### src/rtl/id_ex_issue.sv
// ---------------------------------------------------------------------------
// id_ex_issue
//
// Purpose:
//    ID/EX issue register for a five-stage in-order pipeline. Captures a
//    decoded instruction from the decode stage, holds it while the hazard
//    unit stalls, turns it into a bubble on a branch/jump flush, and drives
//    the ALU operands one cycle later. Register operands can be bypassed
//    from the EX/MEM and MEM/WB stages. The operands are resolved
//    combinationally against the indices held in the EX slot, so a stalled
//    instruction keeps picking up the newest bypass values.
//
// Optional feature:
//    ID_EX_FORWARD_EN - when defined, the EX/MEM and MEM/WB bypass network
//    is compiled in. When undefined, the operands come straight from the
//    register-file values captured in the EX slot, and the exmem_* and
//    memwb_* inputs are ignored.
//
// Ports:
//    clk            in   1   clock, rising-edge active
//    rstn           in   1   asynchronous active-low reset
//    in_valid       in   1   decode presents a valid instruction
//    in_ready       out  1   issue register accepts this cycle (= !stall)
//    stall          in   1   hold EX contents
//    flush          in   1   kill; EX becomes a bubble
//    id_alu_func    in   4   ALU operation code
//    id_rs1/rs2/rd  in   5   register indices
//    id_rs1_data, id_rs2_data, id_imm, id_pc   in 32  operands, immediate, PC
//    id_src1_sel    in   1   0 = rs1, 1 = PC
//    id_src2_sel    in   1   0 = rs2, 1 = immediate
//    id_rf_we       in   1   instruction writes rd
//    exmem_rd/_rf_we/_ans    EX/MEM bypass source
//    memwb_rd/_rf_we/_data   MEM/WB bypass source
//    ex_valid       out  1   EX slot holds a live instruction
//    alu_func       out  4   ALU operation code
//    alu_src1/2     out  32  ALU operands
//    ex_rd          out  5   destination register
//    ex_rf_we       out  1   destination write enable
//    ex_store_data  out  32  forwarded rs2 value for stores
//    bubble_cnt     out  16  saturating count of bubble cycles since reset
// ---------------------------------------------------------------------------
module id_ex_issue (
   input  logic        clk,
   input  logic        rstn,
   input  logic        in_valid,
   output logic        in_ready,
   input  logic        stall,
   input  logic        flush,
   input  logic [3:0]  id_alu_func,
   input  logic [4:0]  id_rs1,
   input  logic [4:0]  id_rs2,
   input  logic [4:0]  id_rd,
   input  logic [31:0] id_rs1_data,
   input  logic [31:0] id_rs2_data,
   input  logic [31:0] id_imm,
   input  logic [31:0] id_pc,
   input  logic        id_src1_sel,
   input  logic        id_src2_sel,
   input  logic        id_rf_we,
   input  logic [4:0]  exmem_rd,
   input  logic        exmem_rf_we,
   input  logic [31:0] exmem_ans,
   input  logic [4:0]  memwb_rd,
   input  logic        memwb_rf_we,
   input  logic [31:0] memwb_data,
   output logic        ex_valid,
   output logic [3:0]  alu_func,
   output logic [31:0] alu_src1,
   output logic [31:0] alu_src2,
   output logic [4:0]  ex_rd,
   output logic        ex_rf_we,
   output logic [31:0] ex_store_data,
   output logic [15:0] bubble_cnt
);

   // EX slot registers and their next-state values
   logic        exValid_q,    exValid_d;
   logic [3:0]  exFunc_q,     exFunc_d;
   logic [4:0]  exRs1_q,      exRs1_d;
   logic [4:0]  exRs2_q,      exRs2_d;
   logic [4:0]  exRd_q,       exRd_d;
   logic [31:0] exRs1Data_q,  exRs1Data_d;
   logic [31:0] exRs2Data_q,  exRs2Data_d;
   logic [31:0] exImm_q,      exImm_d;
   logic [31:0] exPc_q,       exPc_d;
   logic        exSrc1Sel_q,  exSrc1Sel_d;
   logic        exSrc2Sel_q,  exSrc2Sel_d;
   logic        exRfWe_q,     exRfWe_d;
   logic [15:0] bubbleCnt_q,  bubbleCnt_d;

   logic [31:0] fwdRs1;
   logic [31:0] fwdRs2;

   // The decode stage may hand over a new instruction whenever the hazard
   // unit is not holding the EX slot.
   assign in_ready = !stall;

   // Next-state selection for the EX slot. Flush wins over everything and
   // produces an all-zero bubble. Without flush, a stall holds the slot and
   // otherwise the decoded instruction is captured. A capture with
   // in_valid low is also a fully zeroed bubble, so dead instructions never
   // leak stale indices into the bypass comparators.
   always_comb begin
      exValid_d   = exValid_q;
      exFunc_d    = exFunc_q;
      exRs1_d     = exRs1_q;
      exRs2_d     = exRs2_q;
      exRd_d      = exRd_q;
      exRs1Data_d = exRs1Data_q;
      exRs2Data_d = exRs2Data_q;
      exImm_d     = exImm_q;
      exPc_d      = exPc_q;
      exSrc1Sel_d = exSrc1Sel_q;
      exSrc2Sel_d = exSrc2Sel_q;
      exRfWe_d    = exRfWe_q;
      if (flush || (!stall && !in_valid)) begin
         exValid_d   = 1'b0;
         exFunc_d    = 4'b0000;
         exRs1_d     = 5'd0;
         exRs2_d     = 5'd0;
         exRd_d      = 5'd0;
         exRs1Data_d = 32'd0;
         exRs2Data_d = 32'd0;
         exImm_d     = 32'd0;
         exPc_d      = 32'd0;
         exSrc1Sel_d = 1'b0;
         exSrc2Sel_d = 1'b0;
         exRfWe_d    = 1'b0;
      end else if (!stall) begin
         exValid_d   = 1'b1;
         exFunc_d    = id_alu_func;
         exRs1_d     = id_rs1;
         exRs2_d     = id_rs2;
         exRd_d      = id_rd;
         exRs1Data_d = id_rs1_data;
         exRs2Data_d = id_rs2_data;
         exImm_d     = id_imm;
         exPc_d      = id_pc;
         exSrc1Sel_d = id_src1_sel;
         exSrc2Sel_d = id_src2_sel;
         exRfWe_d    = id_rf_we;
      end
   end

   // Bubble counter: counts every edge on which the EX slot is empty and
   // sticks at all-ones instead of wrapping.
   always_comb begin
      bubbleCnt_d = bubbleCnt_q;
      if (!exValid_q && (bubbleCnt_q != 16'hFFFF)) begin
         bubbleCnt_d = bubbleCnt_q + 16'd1;
      end
   end

   // State registers. Reset empties the slot immediately, discarding any
   // instruction that was being held by a stall.
   always_ff @(posedge clk or negedge rstn) begin
      if (!rstn) begin
         exValid_q   <= 1'b0;
         exFunc_q    <= 4'b0000;
         exRs1_q     <= 5'd0;
         exRs2_q     <= 5'd0;
         exRd_q      <= 5'd0;
         exRs1Data_q <= 32'd0;
         exRs2Data_q <= 32'd0;
         exImm_q     <= 32'd0;
         exPc_q      <= 32'd0;
         exSrc1Sel_q <= 1'b0;
         exSrc2Sel_q <= 1'b0;
         exRfWe_q    <= 1'b0;
         bubbleCnt_q <= 16'd0;
      end else begin
         exValid_q   <= exValid_d;
         exFunc_q    <= exFunc_d;
         exRs1_q     <= exRs1_d;
         exRs2_q     <= exRs2_d;
         exRd_q      <= exRd_d;
         exRs1Data_q <= exRs1Data_d;
         exRs2Data_q <= exRs2Data_d;
         exImm_q     <= exImm_d;
         exPc_q      <= exPc_d;
         exSrc1Sel_q <= exSrc1Sel_d;
         exSrc2Sel_q <= exSrc2Sel_d;
         exRfWe_q    <= exRfWe_d;
         bubbleCnt_q <= bubbleCnt_d;
      end
   end

`ifdef ID_EX_FORWARD_EN
   // Operand bypass. The younger EX/MEM result beats MEM/WB, and x0 is
   // never bypassed because it always reads as the register-file value.
   always_comb begin
      fwdRs1 = exRs1Data_q;
      if (exmem_rf_we && (exmem_rd == exRs1_q) && (exmem_rd != 5'd0)) begin
         fwdRs1 = exmem_ans;
      end else if (memwb_rf_we && (memwb_rd == exRs1_q) && (memwb_rd != 5'd0)) begin
         fwdRs1 = memwb_data;
      end
      fwdRs2 = exRs2Data_q;
      if (exmem_rf_we && (exmem_rd == exRs2_q) && (exmem_rd != 5'd0)) begin
         fwdRs2 = exmem_ans;
      end else if (memwb_rf_we && (memwb_rd == exRs2_q) && (memwb_rd != 5'd0)) begin
         fwdRs2 = memwb_data;
      end
   end
`else
   // No bypass network: operands are the register-file values captured at
   // issue. The bypass ports and held indices are gathered here only so the
   // build has no dangling signals.
   logic unusedBypass;
   assign unusedBypass = ^{exmem_rd, exmem_rf_we, exmem_ans,
                           memwb_rd, memwb_rf_we, memwb_data,
                           exRs1_q, exRs2_q};

   always_comb begin
      fwdRs1 = exRs1Data_q;
      fwdRs2 = exRs2Data_q;
   end
`endif

   // Output drive. Store data is always the resolved rs2, because a store
   // uses the immediate for its address and rs2 for its data.
   assign ex_valid      = exValid_q;
   assign alu_func      = exFunc_q;
   assign alu_src1      = exSrc1Sel_q ? exPc_q  : fwdRs1;
   assign alu_src2      = exSrc2Sel_q ? exImm_q : fwdRs2;
   assign ex_rd         = exRd_q;
   assign ex_rf_we      = exRfWe_q;
   assign ex_store_data = fwdRs2;
   assign bubble_cnt    = bubbleCnt_q;

endmodule

### config.mk
export PLATFORM = sky130hd
export DESIGN_NAME = id_ex_issue
export DESIGN_NICKNAME = d
export VERILOG_FILES = /design/src/rtl/id_ex_issue.sv
export SDC_FILE = /design/constraint.sdc
export NUM_CORES = 1
export LEC_CHECK = 0
export BUFFER_PORTS_ARGS = -buffer_cell sky130_fd_sc_hd__buf_2
export CAP_MARGIN = 20
export CELL_PAD_IN_SITES_DETAIL_PLACEMENT = 0
export CELL_PAD_IN_SITES_GLOBAL_PLACEMENT = 1
export CORE_MARGIN = 1.5
export CORE_UTILIZATION = 34
export CTS_CLUSTER_DIAMETER = 40
export DETAILED_ROUTE_END_ITERATION = 8
export MAX_ROUTING_LAYER = met4
export PLACE_DENSITY_LB_ADDON = 0.3
export REMOVE_ABC_BUFFERS = 1
export SETUP_SLACK_MARGIN = 0.15
export SLEW_MARGIN = 5
export SYNTH_ARGS = -nofsm -noshare
export SYNTH_HDL_FRONTEND = slang
export SYNTH_SLANG_ARGS = --single-unit
### constraint.sdc
create_clock -name clk -period 2.35 [get_ports clk]
set_input_delay 0.705 -clock clk [delete_from_list [all_inputs] [get_ports clk]]
set_output_delay 0.705 -clock clk [all_outputs]
set_load 0.1 [all_outputs]
[Word level (Yosys, flattened, before mapping)]
Cells that the tools add are included.
Storage, ports and cells
  memories: 0
  memory bits (read-only): 0
  bits in writable memories: 0
  latch bits: 0
  register bits: 157
Operators by class
  bitwise logic cells: 0
  add/sub/neg operators: 1
  magnitude comparators: 0
  mux-type cells: 22
  div/mod/pow operators: 0
  $mul: 0
  shift-type cells: 0
  reduce and logical (&&, ||, !) cells: 6
  equality and inequality tests: 2
Operator list (number)
  32-bit two-way mux: 10
  16-bit by 1-bit adder with 16-bit output (second input constant): 1
  16-bit != test (second input constant): 1
  5-bit two-way mux: 2
  1-bit two-way mux: 8
  4-bit two-way mux: 2
  1-bit logical NOT: 3
  1-bit logical AND: 2
  2-bit by 1-bit != test with 1-bit output (second input constant): 1
  1-bit logical OR: 1

[Logic depth before layout (Yosys ltp)]
Gate-level depths: netlist (run 1).
  depth in word-level cells: 4
  gate-level depth with buffers: 6

[Least setup slack after synthesis (run 1)]
OpenSTA, ideal clock, no wires.
  path kind: input-to-reg
  from: in stall
  to: reg exRs2Data_q[0] (netlist: ex_store_data[0])
  arrival time: 2.404 ns
  stages on the path: 6
  data required time: 2.281 ns
  setup slack: -0.123 ns
  library setup time: 0.069 ns
  buffers on the path: 2
  cells stage by stage: inv_1 -> nand2_1 -> nor2_1 -> clkbuf_1 -> clkbuf_1 -> a22o_1
On the way
  word-level cells in the longest chain between the ends: 4
RTL lines
  start, declared: line 47  | input logic stall,
  1-bit logical NOT
  1-bit logical AND: line 116  | if (flush || (!stall && !in_valid)) begin
  1-bit logical OR: line 116
  2-bit by 1-bit != test with 1-bit output (no line) or 32-bit two-way mux (tied branches)
  end signal, assigned: line 178  | exRs2Data_q <= exRs2Data_d;
  end, declared: line 83  | logic [31:0] exRs2Data_q, exRs2Data_d;
Several ways; a longest one is shown, not always the timed one.
A chain may end at the register's enable or synchronous reset.

[Worst setup path in the final report (run 1)]
  from: reg exSrc1Sel_q
  to: out alu_src1[19]
On the way
  word-level cells in the longest chain between the ends: 1
RTL lines
  start, declared: line 86  | logic exSrc1Sel_q, exSrc1Sel_d;
  start signal, assigned: line 181  | exSrc1Sel_q <= exSrc1Sel_d;
  32-bit two-way mux: line 224  | assign alu_src1 = exSrc1Sel_q ? exPc_q : fwdRs1;
  end, declared: line 68  | output logic [31:0] alu_src1,
No other way between the ends.

==> results.yml, run 1 <==
run_status:
  status: "completed"
routing:
  wirelength_mm: 19.2
  drt_iter0_drc: 165
  vias: 5179
  drc: 0
  firstDrtPassIters: 7
  vias_per_cell: 5.25
  routedWlPerCell_um: 19.4
  antenna_left: 0
critical_path:
  cp_cell_sequence: "buf_6 > clkbuf_16 > mux2_4 > buf_12"
  critPathMaxStageDelay_ps: 410
  startpoint_type: "flop"
  required_ps: 1640
  worstSetupPathType: "flop to output port"
  rr_worst_depth: 4
  cp_slowest_cell: "dfrtp_1"
  reg2reg_from: "bubble_cnt[8]"
  regToRegSetupSlack_ps: 590
  cp_max_fo: 8
  cp.arrival_ps: 1640
  worstReg2RegEnd: "bubble_cnt[9]"
  end_kind: "output port"
finish:
  nNetsFinal: 970
  drive_above_1_share: 0.526
  final.fill_count: 1541
  utilization: 0.552
  stdcell_count: 987
  area_delta_synth_final_pct: 59.7
min_path:
  min_path_type: "input pin to asynchronous set/reset pin"
power:
  vdd_drop_max_mv: 0.476
  powerDensity_mw_per_mm2: 788
  total_power_w: 0.00808
  p_leak_nw: 5.11
grt:
  overflow: 0
  grt_pass1_wl_mm: 29.3
  grt_max_degree: 55
  grt_pass1_vias: 5510
  antenna_found_initial: 2
  grt.total_usage: 0.195
sta:
  fin_skew_ps: 5.38
  rsz0062_at_grt: "true"
  hold_viol_final: 0
  max_freq_mhz: 426
  fin_crit_sh: 0.999
  worst_pin_slew_ps: 557
  min_period_ps: 2350
  setup_tns_ps: 0
  slew-limit-headroom: 0.629
  setup_violations: 0
  slew_viol_final: 0
die:
  io_pins: 355
  rows: 50
  die_h_um: 140
  die_w_um: 140
  core_area_sq_mm: 0.0186
  die-area_sq_mm: 0.0197
  start_util: 0.345
logic_synthesis:
  ys_warn_count: 0
  async_reset_ff_frac: 1.00
  synth_area_per_cell_sq_um: 13.9
  synth_area_leader_cell: "dfrtp_1"
  synth_top_area_share: 0.612
  yosysMostFrequentCell: "dfrtp_1"
  synth.area.top_cells: "dfrtp_1, a22o_1, mux2_2, clkbuf_1, xnor2_1"
  synth_edf_count: 0
  yosysSeqAreaShare: 0.612
  synth_ff_type: "dfrtp_1"
  syn_area_sq_mm: 0.00642
  yosys_register_bits: 157
  synthDistinctLibCells: 28
  syn-instance-count: 462
  synth_commonest_cells: "dfrtp_1, a22o_1, mux2_2, clkbuf_1, nand2_1"
job:
  max_cap_viol_count: 0
cts:
  root_buffer: "clkbuf_16"
  path_clk_slew_ps: 70
  cts_tree: "built"
  cts_hold_buffers: 0
  cts_buffer_depth: 2
  tritoncts.num_buffers: 17
  worstSkewPairLatency_ps: 410
  h-tree-depth: 4
  clock-sinks: 157
placed_design:
  globalplace.congestion: 0.832
  dp_hpwl_mm: 12.7
  io_buffers: 268
  dp_cells: 943
## worst max-delay path, delay by kind of cell, from the launching register on
kind,cells,cell delay [ps]
flip-flops,1,410
buffers and inverters,3,490
multiplexers,1,320
## sequential cells by signal (all words and copies together) (netlist names)
register	count
exImm_q	32
exPc_q	32
exRs1Data_q	32
ex_store_data	32
bubble_cnt	16
ex_rd	5
alu_func	4
exSrc1Sel_q	1
exSrc2Sel_q	1
ex_rf_we	1
ex_valid	1
## power breakdown
| group | switching (W) | internal, W | leakage, nW |
|---|---|---|---|
| clock | 0.00112 | 0.00193 | 0.311 |
| sequential | 0.000157 | 0.00286 | 2.13 |
| combinational | 0.00142 | 0.000600 | 2.67 |
| total | 0.00270 | 0.00538 | 5.11 |
## cells by family after synthesis
logic type                 synth area share
AOI/OAI and AO/OA                     0.196
adders and majority gates           0.00195
DFF                                   0.612
and+or+nand+nor                      0.0337
muxes                                 0.116
xor gates and xnor gates             0.0164
buffers and inverters                0.0242
## what timing repair did
action                                  CTS  global route
endpoints found under the setup margin   63            63
gates resized for setup                  16            51
gates cloned                              1             5
buffers inserted                          3             1
## how the worst max path moves through the flow
stage	from	to	depth (start not counted)
after floorplan	stall	alu_func[0]	4
after global placement	stall	exImm_q[21]	7
after detailed placement	stall	ex_store_data[8]	7
after CTS	exSrc1Sel_q	alu_src1[22]	4
after global routing	exSrc1Sel_q	alu_src1[15]	4
final	exSrc1Sel_q	alu_src1[19]	4
## through the flow
| step | hold slack [ps] | setup WS [ps] | instance area, sq um |
|---|---|---|---|
| after global placement | 482 | 427 | 9170 |
| final | 246 | 1.68 | 10200 |
| after global routing | 278 | -38.2 | 10200 |
| after floorplan | 409 | -3970 | 6270 |
| after detailed placement | 488 | 389 | 9170 |
| after CTS | 263 | -15.4 | 9940 |
## cell type report
type                            count  area (sq um)  area share
Antenna cell                        2          5.00    0.000488
Clock buffer                       20           447      0.0436
Clock inverter                     12           209      0.0204
Inverter                            2          7.51    0.000732
Multi-Input combinational cell    264          2580       0.251
Sequential cell                   157          3930       0.383
Tap cell                          234           293      0.0286
Timing Repair Buffer              296          2780       0.271
## placed cells by master, fill, tap and decap left out, types with 2 or more instances in the layout
cell,Yosys,final
buf_6,0,3
o21ai_0,2,2
buf_12,0,77
nor3_1,4,4
a22o_1,140,140
mux2_4,0,61
buf_2,1,202
inv_6,0,2
nand2_1,9,9
clkbuf_1,34,2
diode_2,0,2
clkbuf_16,0,21
nor2_1,7,5
bufinv_16,0,5
xor2_1,4,4
inv_1,2,2
xnor2_1,8,8
nand4_1,7,7
buf_4,0,9
dfrtp_1,157,156
clkinvlp_4,0,2
nand3_1,5,5
mux2_2,65,4
nor2_4,0,2
clkinv_4,0,3
## routing by layer
metal	vias to the layer above	GRT usage	share of wire
met5	-	-	0
met4	0	0.0742	0.022
met3	27	0.0475	0.059
met2	192	0.316	0.49
met1	2646	0.237	0.43
li1	2314	-	-
Power figures use the tool's default switching activity.
==> run 2: changes to the inputs <==
- REMOVE_ABC_BUFFERS: 1 -> default
==> run 2 against run 1 <==
  * Cell area is 2.9% lower
  * Highest routed layer unchanged
  * Register-to-register slack better by 50 ps
  * Die area stayed put
  * Sequential share of layout area is 1.7 points higher
  * Via count is 2.3% lower
==> results.yml, run 2 (synthesized netlist as in run 1, its figures left out) <==
critical_path:
  worstSetupPathType: "flop to output port"
  required_ps: 1640
  cp_cell_sequence: "clkbuf_16 > mux2_2 > buf_12"
  cp_max_fo: 10
  critPathMaxStageDelay_ps: 440
  end_kind: "output port"
  cp_slowest_cell: "dfrtp_2"
  startpoint_type: "flop"
  cp.arrival_ps: 1600
die:
  start_util: 0.345
  die_h_um: 140
  die-area_sq_mm: 0.0197
  io_pins: 355
  die_w_um: 140
  core_area_sq_mm: 0.0186
  rows: 50
routing:
  firstDrtPassIters: 4
  drc: 0
  drt_iter0_drc: 177
  routedWlPerCell_um: 19.2
  vias_per_cell: 5.19
  antenna_left: 0
  wirelength_mm: 18.7
  vias: 5060
cts:
  path_clk_slew_ps: 70
  root_buffer: "clkbuf_16"
  tritoncts.num_buffers: 17
  h-tree-depth: 4
  cts_buffer_depth: 2
  clock-sinks: 157
  post_cts_buffers: 0
  cts_tree: "built"
  worstSkewPairLatency_ps: 420
grt:
  grt_max_degree: 101
  grt_pass1_wl_mm: 28.8
  grt_pass1_vias: 5368
  overflow: 0
  grt.total_usage: 0.193
  antenna_found_initial: 1
sta:
  whs_ps: 218
  min_period_ps: 2300
  hold_viol_final: 0
  setup_violations: 0
  fin_skew_ps: 10.8
  setup_tns_ps: 0
  fin_crit_sh: 0.980
  slew-limit-headroom: 0.639
  worst_pin_slew_ps: 542
  rsz0062_at_grt: "true"
  slew_viol_final: 0
  max_freq_mhz: 434
finish:
  final_cell_mix: "buf_2, a22o_1, dfrtp_1"
  finalInstanceArea_sq_mm: 0.00995
  regArea_sq_mm: 0.00398
  final.fill_count: 1574
  drive_above_1_share: 0.579
  final_common_cell: "buf_2"
  area_delta_synth_final_pct: 55.1
  nNetsFinal: 958
  stdcell_count: 975
  multi_input_area_sq_mm: 0.00247
placed_design:
  io_buffers: 268
  dp_cells: 939
  globalplace.congestion: 0.777
  dp_hpwl_mm: 12.7
  dpl_cell_area_sq_mm: 0.00915
run_status:
  status: "completed"
power:
  total_power_w: 0.00779
  vdd_drop_max_mv: 0.487
  p_leak_nw: 4.88
  powerDensity_mw_per_mm2: 783
logic_synthesis:
  syn-num-nets: 694
min_path:
  min_path_type: "input pin to asynchronous set/reset pin"
job:
  max_cap_viol_count: 0
==> run 2: changes by cell type in the layout (fill, tap and decap cells not counted), sizes merged <==
cell      delta
clkinv       +1
clkinvlp     +1
clkbuf       -1
bufinv       -3
buf         -10
==> run 2: routing by layer <==
layer | global-route usage | part of all wire
met4 | 0.0742 | 0.024
met5 | - | 0
met2 | 0.308 | 0.48
met1 | 0.229 | 0.43
met3 | 0.0612 | 0.071
==> run 2: metrics by stage <==
| stage | utilization | setup WS, ps |
|---|---|---|
| final | 0.536 | 46.9 |
| after global routing | 0.536 | -10.0 |
| after CTS | 0.525 | 2.56 |
| after detailed placement | 0.492 | 403 |
| after global placement | 0.492 | 411 |
| after floorplan | - | 154 |
==> run 2: final timing paths <==
path	from	end	slack, ps	depth (start not counted)
worst max-delay path	exSrc1Sel_q	alu_src1[6]	50	3
worst min-delay path	rstn	exPc_q[31]	220	1
worst max register to register	bubble_cnt[8]	bubble_cnt[1]	640	4
worst min register to register	bubble_cnt[15]	bubble_cnt[15]	490	1
max in group asynchronous	rstn	exRs1Data_q[20]	1370	2
min in group clk	bubble_cnt[15]	bubble_cnt[15]	490	1
==> run 2: critical path, delay by kind of cell (launching register included) <==
| kind | cells | cell delay [ps] |
|---|---|---|
| DFF | 1 | 440 |
| buffers and inverters | 2 | 370 |
| muxes | 1 | 370 |
==> run 2: final cells by class <==
| cell class | instances | share of cell area |
|---|---|---|
| antenna | 2 | 0.000503 |
| clock buffer | 21 | 0.0473 |
| clock inverter | 11 | 0.0132 |
| inverter | 2 | 0.00113 |
| multi-input combinational | 264 | 0.248 |
| sequential | 157 | 0.400 |
| tap | 234 | 0.0294 |
| timing repair buffer | 284 | 0.260 |
==> run 2: report_power, final <==
part | leakage, nW | switching (W) | total [W] | internal [W]
clock | 0.292 | 0.00115 | 0.00281 | 0.00166
combinational | 2.52 | 0.00140 | 0.00196 | 0.000563
sequential | 2.06 | 0.000158 | 0.00302 | 0.00286
==> run 2: what timing repair did <==
item,in CTS,in global routing
hold buffers,0,0
setup endpoints to repair,64,64
gates resized for setup,2,38
endpoints found under the hold margin,0,0
gates cloned,0,2
==> run 3: changes to the inputs <==
- ABC_AREA: default -> 1
- CORE_UTILIZATION: 34 -> 33
==> run 3 against run 2 <==
  * Flip-flop and latch count unchanged
  * Synthesized cell count up 97%
  * Cell area up 22%
  * Sequential share of layout area down 7.2 points
  * Clock skew down 1.8 ps
  * Synthesized area up 17%
  * Clock power up 6%
  * Routed wire length up 31%
  * Non-clock buffer count up 30
  * Cell count up 51%
==> results.yml, run 3 <==
run_status:
  status: "completed"
die:
  die-area_sq_mm: 0.0236
  start_util: 0.340
  io_pins: 355
  rows: 54
  core_area_sq_mm: 0.0220
  die_w_um: 154
  die_h_um: 154
critical_path:
  crit_buf_inv: 3
  crit_start: "exSrc2Sel_q"
  required_ps: 1640
  critPathMaxStageDelay_ps: 540
  worstSetupPathType: "flop to output port"
  cp_cell_sequence: "buf_6 > buf_16 > o21ai_4 > buf_12"
  cp_max_fo: 8
  startpoint_type: "flop"
  path_delay_family: "flip-flops"
  end_kind: "output port"
  regToRegSetupSlack_ps: 590
  reg2reg_from: "bubble_cnt[0]"
  cp_slowest_cell: "dfrtp_4"
  cp.arrival_ps: 1640
sta:
  slew-limit-headroom: 0.519
  hold_viol_final: 0
  fin_skew_ps: 8.96
  rsz0062_at_grt: "true"
  min_period_ps: 2350
  slew_viol_final: 0
  setup_violations: 0
  fin_crit_sh: 1.00
  worst_pin_slew_ps: 721
  whs_ps: 195
  fin_ws_ps: 0.136
  max_freq_mhz: 426
cts:
  cts_tree: "built"
  root_buffer: "clkbuf_16"
  clock-sinks: 157
  h-tree-depth: 4
  path_clk_slew_ps: 60
  tritoncts.num_buffers: 17
  worstSkewPairLatency_ps: 430
  cts_buffer_depth: 2
grt:
  grt_max_degree: 142
  grt.total_usage: 0.214
  overflow: 0
  grt_pass1_wl_mm: 38.8
  antenna_found_initial: 5
  grt_pass1_vias: 7203
finish:
  multi_input_area_sq_mm: 0.00372
  regArea_sq_mm: 0.00398
  final.fill_count: 1973
  drive_above_1_share: 0.426
  area_delta_synth_final_pct: 61.6
  final_cell_mix: "nand3_1, buf_2, nand2_1"
  stdcell_count: 1473
  finalInstanceArea_sq_mm: 0.0121
  nNetsFinal: 1407
  final_common_cell: "nand3_1"
logic_synthesis:
  synthDistinctLibCells: 25
  synth_ff_type: "dfrtp_1"
  synth_top_area_share: 0.524
  yosysSeqAreaShare: 0.524
  syn-instance-count: 912
  synth_area_per_cell_sq_um: 8.21
  syn_area_sq_mm: 0.00749
  ys_warn_count: 0
  synth.area.top_cells: "dfrtp_1, nand3_1, nand2_1, o21ai_0, inv_1"
  yosys_register_bits: 157
  synth_edf_count: 0
  synth_commonest_cells: "nand3_1, nand2_1, dfrtp_1, o21ai_0, inv_1"
  syn-num-nets: 1144
  yosysMostFrequentCell: "nand3_1"
  synth_area_leader_cell: "dfrtp_1"
  async_reset_ff_frac: 1.00
routing:
  wirelength_mm: 24.4
  antenna_left: 0
  drc: 0
  vias: 7296
  firstDrtPassIters: 5
  vias_per_cell: 4.95
  routedWlPerCell_um: 16.6
  drt_iter0_drc: 382
placed_design:
  place_ws_ps: 237
  io_buffers: 268
  dpl_cell_area_sq_mm: 0.0106
  dp_cells: 1412
  dp_hpwl_mm: 15.7
  globalplace.congestion: 0.834
power:
  powerDensity_mw_per_mm2: 704
  vdd_drop_max_mv: 0.399
  p_leak_nw: 5.76
  total_power_w: 0.00852
min_path:
  min_path_type: "input pin to asynchronous set/reset pin"
job:
  max_cap_viol_count: 0
## run 3: where the power goes
part | switching [W] | leakage (nW) | internal (W)
clock | 0.00125 | 0.300 | 0.00173
combinational | 0.00180 | 3.40 | 0.000726
sequential | 0.000140 | 2.07 | 0.00287
## run 3: cell type report
type                            count  share of cell area
Antenna cell                        5             0.00103
Clock buffer                       18              0.0363
Clock inverter                     14              0.0151
Inverter                           78              0.0244
Multi-Input combinational cell    607               0.307
Sequential cell                   157               0.329
Tap cell                          280              0.0289
Timing Repair Buffer              314               0.258
## run 3: cell families after synthesis
group	after synthesis	synth area share
XOR/XNOR	3	0.00351
flip-flops	157	0.524
adder cells (fa/ha/maj)	1	0.00167
AO/OA/AOI/OAI	136	0.0937
AND/OR/NAND/NOR	467	0.283
buffers and inverters	148	0.0932
## run 3: path summary, 6_finish.rpt
check                                         end  cells after the start
worst min-delay path            ex_store_data[26]                      1
worst min register to register        alu_func[1]                      2
worst max-delay path                 alu_src2[18]                      4
max in group asynchronous       ex_store_data[28]                      2
min in group clk                       exImm_q[6]                      3
worst max register to register     bubble_cnt[10]                      9
## run 3: what timing repair did
action	CTS	global route
hold buffers	0	0
buffers inserted	14	2
pin swaps	26	7
hold endpoints to repair	0	0
resized for setup	91	30
endpoints found under the setup margin	63	64
cloned	5	3
## run 3: worst reg2reg max path, stage by stage (launching register included)
cell and delay [ps]:
dfrtp_2 410, ha_1 350, inv_1 120, nor2_2 160
nand2_1 80, nor2_2 150, nor2_2 40, buf_4 190
nand2_1 100, o21ai_2 50
## run 3: routing by layer
| layer | vias to the layer above | track usage | part of all wire |
|---|---|---|---|
| met5 | - | - | 0 |
| met4 | 0 | 0.0670 | 0.015 |
| met3 | 26 | 0.0589 | 0.063 |
| met2 | 233 | 0.329 | 0.48 |
| met1 | 3497 | 0.276 | 0.45 |
| li1 | 3540 | - | - |
## run 3: stage by stage
| stage | setup TNS, ps | util |
|---|---|---|
| global placement | 0 | 0.482 |
| floorplan | -4350 | - |
| finish | 0 | 0.549 |
| detailed placement | 0 | 0.482 |
| CTS | -80.7 | 0.539 |
| global route | -688 | 0.549 |
